**config.mk**
```make
export PLATFORM = sky130hd
export DESIGN_NAME = bcd_digit_counter
export DESIGN_NICKNAME = d
export VERILOG_FILES = /design/src/rtl/bcd_digit_counter.sv
export SDC_FILE = /design/constraint.sdc
export NUM_CORES = 1
export LEC_CHECK = 0
export CORE_MARGIN = 3
export CORE_UTILIZATION = 25
export DETAILED_ROUTE_END_ITERATION = 10
export GPL_TIMING_DRIVEN = 0
export PLACE_DENSITY = 0.55
export SYNTH_ARGS = -nofsm -noshare
export SYNTH_HDL_FRONTEND = slang
export SYNTH_SLANG_ARGS = --single-unit
```
**constraint.sdc**
```tcl
create_clock -name clk -period 4.19 [get_ports clk]
set_clock_uncertainty 0.05 [all_clocks]
set_input_delay 0.6285 -clock clk [delete_from_list [all_inputs] [get_ports clk]]
set_output_delay 0.6285 -clock clk [all_outputs]
set_load 0.03 [all_outputs]
```
**src/rtl/bcd_digit_counter.sv**
```systemverilog
// Single-digit modulo-N counter with load clamp and combinational cascade carry.
// Optional 7-segment output enabled by defining BCD_DIGIT_SEG7_EN.
module bcd_digit_counter #(
  parameter int MODULUS   = 10,
  parameter int WIDTH     = 4,
  parameter int RESET_VAL = 0
) (
  input  logic             clk,
  input  logic             clear,
  input  logic             en,
  input  logic             carry_in,
  input  logic             dir,
  input  logic             load,
  input  logic [WIDTH-1:0] load_val,
  output logic [WIDTH-1:0] q,
  output logic             carry_out,
  output logic             zero,
`ifdef BCD_DIGIT_SEG7_EN
  output logic             load_err,
  output logic [6:0]       seg
`else
  output logic             load_err
`endif
);

  localparam logic [WIDTH-1:0] MAX = WIDTH'(MODULUS - 1);
  localparam logic [WIDTH-1:0] RST = WIDTH'(RESET_VAL);

  logic             step;
  logic [WIDTH-1:0] nxt;
  logic             err_nxt;

  assign step = en & carry_in;

  assign carry_out = step & ~load & clear &
                     ((~dir & (q == MAX)) | (dir & (q == '0)));

  // Out-of-range q snaps back into range on the next count step.
  always_comb begin
    nxt     = q;
    err_nxt = 1'b0;
    unique case (1'b1)
      load: begin
        if (load_val > MAX) begin
          nxt     = MAX;
          err_nxt = 1'b1;
        end else begin
          nxt = load_val;
        end
      end
      ~load & step & ~dir: begin
        nxt = (q >= MAX) ? '0 : q + 1'b1;
      end
      ~load & step & dir: begin
        nxt = ((q == '0) || (q > MAX)) ? MAX : q - 1'b1;
      end
      default: ;
    endcase
  end

  always_ff @(posedge clk) begin
    if (!clear) begin
      q        <= RST;
      zero     <= (RST == '0);
      load_err <= 1'b0;
    end else begin
      q        <= nxt;
      zero     <= (nxt == '0);
      load_err <= err_nxt;
    end
  end

`ifdef BCD_DIGIT_SEG7_EN
  function automatic logic [6:0] seg7(input logic [WIDTH-1:0] v);
    int idx;
    idx = int'(v);
    case (idx)
      0:       seg7 = 7'h3F;
      1:       seg7 = 7'h06;
      2:       seg7 = 7'h5B;
      3:       seg7 = 7'h4F;
      4:       seg7 = 7'h66;
      5:       seg7 = 7'h6D;
      6:       seg7 = 7'h7D;
      7:       seg7 = 7'h07;
      8:       seg7 = 7'h7F;
      9:       seg7 = 7'h6F;
      default: seg7 = 7'h00;
    endcase
  endfunction

  // Decoded from the next value so seg lines up with q on the same edge.
  always_ff @(posedge clk) begin
    if (!clear) seg <= seg7(RST);
    else        seg <= seg7(nxt);
  end
`endif

endmodule

```
---- Yosys cells after proc, flatten, opt, wreduce, memory -nomap -nowiden ----
Index checks and enable logic that the tools add are counted.
cells by class
  order comparisons ....................... 3
  reduce and logical (&&, ||, !) cells .... 4
  bitwise logic cells ..................... 11
  eq/ne operators ......................... 1
  add/sub/neg operators ................... 2
  multiplexer cells ....................... 5
operators by type and width
  cell                 count
  $mux 4               3
  $pmux 4 s3           1
  $and 1x1->1          8
  $gt 4x4->1 const B   2
  $logic_not 4->1      2
  $add 4x1->4 const B  1
  $eq 4x4->1 const B   1
  $ge 4x4->1 const B   1
  $sub 4x1->4 const B  1
  $not 1->1            2
  $reduce_and 2->1     1
  $logic_or 1x1->1     1
  $mux 1               1
  $or 1x1->1           1
word-level totals
  output and inout port bits .............. 7
  bits in registers ....................... 6
  input port bits ......................... 10
  word-level logic and storage cells ...... 29

---- Longest topological paths before layout ----
  depth in word-level cells ............... 5
  mapped depth ............................ 7
  gate-level depth less buffers ........... 7

---- Worst setup path before layout ----
Ideal clock, no wire load.
  kind .................................... reg-to-output
  from .................................... reg q[0]
  to ...................................... out carry_out
  buffers on the path ..................... 0
  stages on the path, launching flop included .. 6
  data required time ...................... 3.512 ns
  path slack .............................. 1.787 ns
  arrival ................................. 1.724 ns
  cells stage by stage .................... dfxtp_1 > inv_1 > ha_1 > nor2b_1 > a21oi_1 > nor3_1
on the way
  longest elaborated chain between the ends .. 4
  elaborated cells on any way between the ends .. 6
  those cells by class .................... eq/ne (1); bitwise (4); reduce/logical (1)
RTL lines
  what                                           RTL line  RTL
  start: declaration                             15        output logic [WIDTH-1:0] q,
  start signal: assignment                       67        q <= nxt;
  $eq 4x4->1 or $logic_not 4->1 (tied branches)  36        ((~dir & (q == MAX)) | (dir & (q == '0)));
  $and 1x1->1                                    36
  $or 1x1->1 (*)                                 36
  $and 1x1->1 (*)                                35        assign carry_out = step & ~load & clear &
  end: declaration                               16        output logic carry_out,
Mark *: on every way between the ends. The rest lies on a longest branch, timed or not.

---- Worst setup path after layout ----
  from .................................... in dir
  to ...................................... out carry_out
on the way
  longest elaborated chain between the ends .. 4
  elaborated cells on any way between the ends .. 5
  those cells by class .................... bitwise (5)
RTL lines
  what                RTL line  RTL
  start: declaration  12        input logic dir,
  $not 1->1           36
  $and 1x1->1         36
  $or 1x1->1 (*)      36
  $and 1x1->1 (*)     35
Marks and branches as above.

==> flow_metrics.env <==
export IMPL_worstMarginPinSlew_ns=0.351
export IMPL_antenna_cells=0
export IMPL_die_w_um=51.6
export IMPL_avgViaCountPerCell=5.21
export IMPL_initial_core_util_pct=28.3
export IMPL_vias=552
export IMPL_outcome="complete, no violations"
export IMPL_min_delay_path_class="flip-flop to flip-flop"
export IMPL_die_h_um=51.6
export IMPL_max_vdd_ir_drop_uv=114
export IMPL_cp_end_kind="output port"
export IMPL_ys_top_cells_by_area="dfxtp_1 23%, ha_1 9.6%, nor2b_1 6.0%, nor4_2 4.8%, nor2_1 4.3%"
export IMPL_ant_nets=0
export IMPL_synth_compound_area_share_pct=24.3
export IMPL_cts_sinks=6
export IMPL_final_setup_worst_slack_ns=1.12
export IMPL_wl_per_cell_um=11.9
export IMPL_grt_use_total_pct=10.1
export IMPL_clock_fmax_mhz=326
export IMPL_nets=97
export IMPL_rsz0062_at_grt="false"
export IMPL_syn_num_nets=76
export IMPL_wl_mm=1.26
export IMPL_worst_setup_hold_path_clk_slew_ns=0.04
export IMPL_core_area_sq_um=1840
export IMPL_syn_avg_cell_area_sq_um=8.40
export IMPL_grt_pass1_vias=467
export IMPL_hold_violations=0
export IMPL_drv_cap=0
export IMPL_ctsHoldBuffers=0
export IMPL_yosys_area_top_type_share_pct=23.1
export IMPL_grt_max_degree=10
export IMPL_ys_flop_type="dfxtp_1"
export IMPL_drc=0
export IMPL_worstSkewPairLatency_ns=0.23
export IMPL_stdcell_area_sq_um=734
export IMPL_synth_top_family_by_area="simple AND/OR/NAND/NOR gates"
export IMPL_rows=15
export IMPL_yosysWarnings=0
export IMPL_min_period_ns=3.07
export IMPL_htreeDepth=1
export IMPL_arrival_ns=2.39
export IMPL_dr_pass1_iters=4
export IMPL_post_cts_resized=0
export IMPL_grt_overflow=0
export IMPL_synth_top_cells_by_count="6 x dfxtp_1, 6 x nor2_1, 5 x nor2b_1"
export IMPL_clockBufferDepth=2
export IMPL_port_buffers=16
export IMPL_synth_ff_latch_count=6
export IMPL_critPathRequiredTime_ns=3.51
export IMPL_critPathLaunchType="input port"
export IMPL_die_area_sq_um=2670
export IMPL_async_reset_ff_share_pct=0
export IMPL_power_density_nw_per_um2=269
export IMPL_synth_enable_flop_cells=0
export IMPL_slew_limit_headroom_pct=76.6
export IMPL_dpl_cell_area_sq_um=712
export IMPL_synth_top_cell_by_area="dfxtp_1"
export IMPL_synth_adder_area_share_pct=9.62
export IMPL_drt_iter0_drc=21
export IMPL_synthCells=62
export IMPL_final_max_slew_violation_count=0
export IMPL_numCtsBuffers=3
export IMPL_ys_seq_area_share_pct=23.1
export IMPL_root_buffer="clkbuf_4"
export IMPL_num_io_pins=17
export IMPL_crit_fanout=8
export IMPL_synth_xor_area_share_pct=3.37
export IMPL_synth_mux_area_share_pct=0
export IMPL_synthSimpleGateAreaFrac_pct=33.9
export IMPL_setup_tns_ns=0
export IMPL_tritoncts="done"
export IMPL_setup_viol=0
export IMPL_pre_cts_slack_ns=1.13
export IMPL_gp_congestion=0.838
export IMPL_dpl_hpwl_mm=1.04
export IMPL_fin_crit_sh_pct=73.3
export IMPL_p_leak_nw=0.263
export IMPL_drive_above_1_share_pct=11.1
export IMPL_path_class="input port to output port"
export IMPL_post_cts_repair_setup_buffers=0
export IMPL_antenna_found_initial=0
export IMPL_synth_cell_type_count=33
export IMPL_syn_cell_area_sq_um=520
export IMPL_post_route_util_pct=39.9
export IMPL_synthToLayoutAreaGrowth_pct=41.1
export IMPL_grt_pass1_wl_mm=2.09
[critical path, stage by stage]
cell             delay (ns)
clkdlybuf4s50_1        0.53
nand2b_1               0.22
nor2_1                 0.10
a21oi_1                0.04
nor3_1                 0.17
clkdlybuf4s50_1        0.70
[state kept, by name, indices dropped and copies added (netlist names)]
signal	cells
q	4
zero	1
load_err	1
[where the power goes]
group          internal, mW  switching, mW  total [mW]
Combinational        0.0379         0.0397      0.0777
Sequential           0.0624        0.00709      0.0695
Clock                0.0322         0.0178      0.0500
Total                 0.133         0.0646       0.197
[kinds of logic after synthesis]
group                    Yosys count
flip-flops                         6
buffers and inverters              6
AO/OA/AOI/OAI                     17
adder cells (fa/ha/maj)            4
AND/OR/NAND/NOR                   27
XOR/XNOR                           2
[through the flow]
step	power [mW]	hold WS (ns)	std cells
global placement	0.148	0.757	103
floorplan	0.118	0.721	62
global route	0.210	0.783	106
detailed placement	0.148	0.742	103
CTS	0.198	0.748	106
finish	0.197	0.756	106
[area by class of cell]
type                            count  area (sq um)
Buffer                              1          11.3
Sequential cell                     6           120
Timing Repair Buffer               16           160
Inverter                            5          18.8
Multi-Input combinational cell     50           370
Tap cell                           25          31.3
Fill cell                         209          1100
Clock buffer                        3          22.5
[metal layers]
layer	vias to the layer above	wire, um	GRT usage, %
li1	272	-	-
met1	252	591	16.1
met3	0	96	0.287
met4	0	0	3.93
met2	28	569	14.0
met5	-	0	0
[final timing paths]
kind                        start               to  slack [ns]  cells after the start
setup / recovery              dir        carry_out        1.12                      6
hold / removal    q[1]$_SDFF_PN0_  q[1]$_SDFF_PN0_        0.76                      2
setup reg to reg  q[0]$_SDFF_PN0_  zero$_SDFF_PN1_        2.25                      7
hold reg to reg   q[1]$_SDFF_PN0_  q[1]$_SDFF_PN0_        0.76                      2
[layout by cell type, fill, tap and decap left out]
master           netlist  layout
clkbuf_4               0       3
nor3b_1                1       1
nand2b_1               2       2
nand2b_4               1       1
o221ai_1               1       1
o311ai_0               1       1
and2_1                 1       1
o22ai_1                1       1
inv_1                  4       4
o311ai_1               1       1
o31ai_1                1       1
nor3_1                 2       2
a31oi_1                2       2
xnor2_1                2       2
nand2_1                3       3
a22oi_1                1       1
o211ai_1               1       1
ha_1                   4       4
a2bb2oi_1              1       1
o21ai_0                2       2
nor4_2                 2       2
a211oi_1               1       1
nor2_1                 6       6
and4b_4                1       1
clkdlybuf4s50_1        0      16
a32o_1                 1       1
o21a_1                 1       1
dfxtp_1                6       6
nand4b_1               2       2
inv_2                  1       1
a221o_1                1       1
a21oi_1                1       1
nor2b_1                5       5
nand3_1                1       1
buf_6                  1       1
No activity file was read; power rests on OpenSTA's default activity.
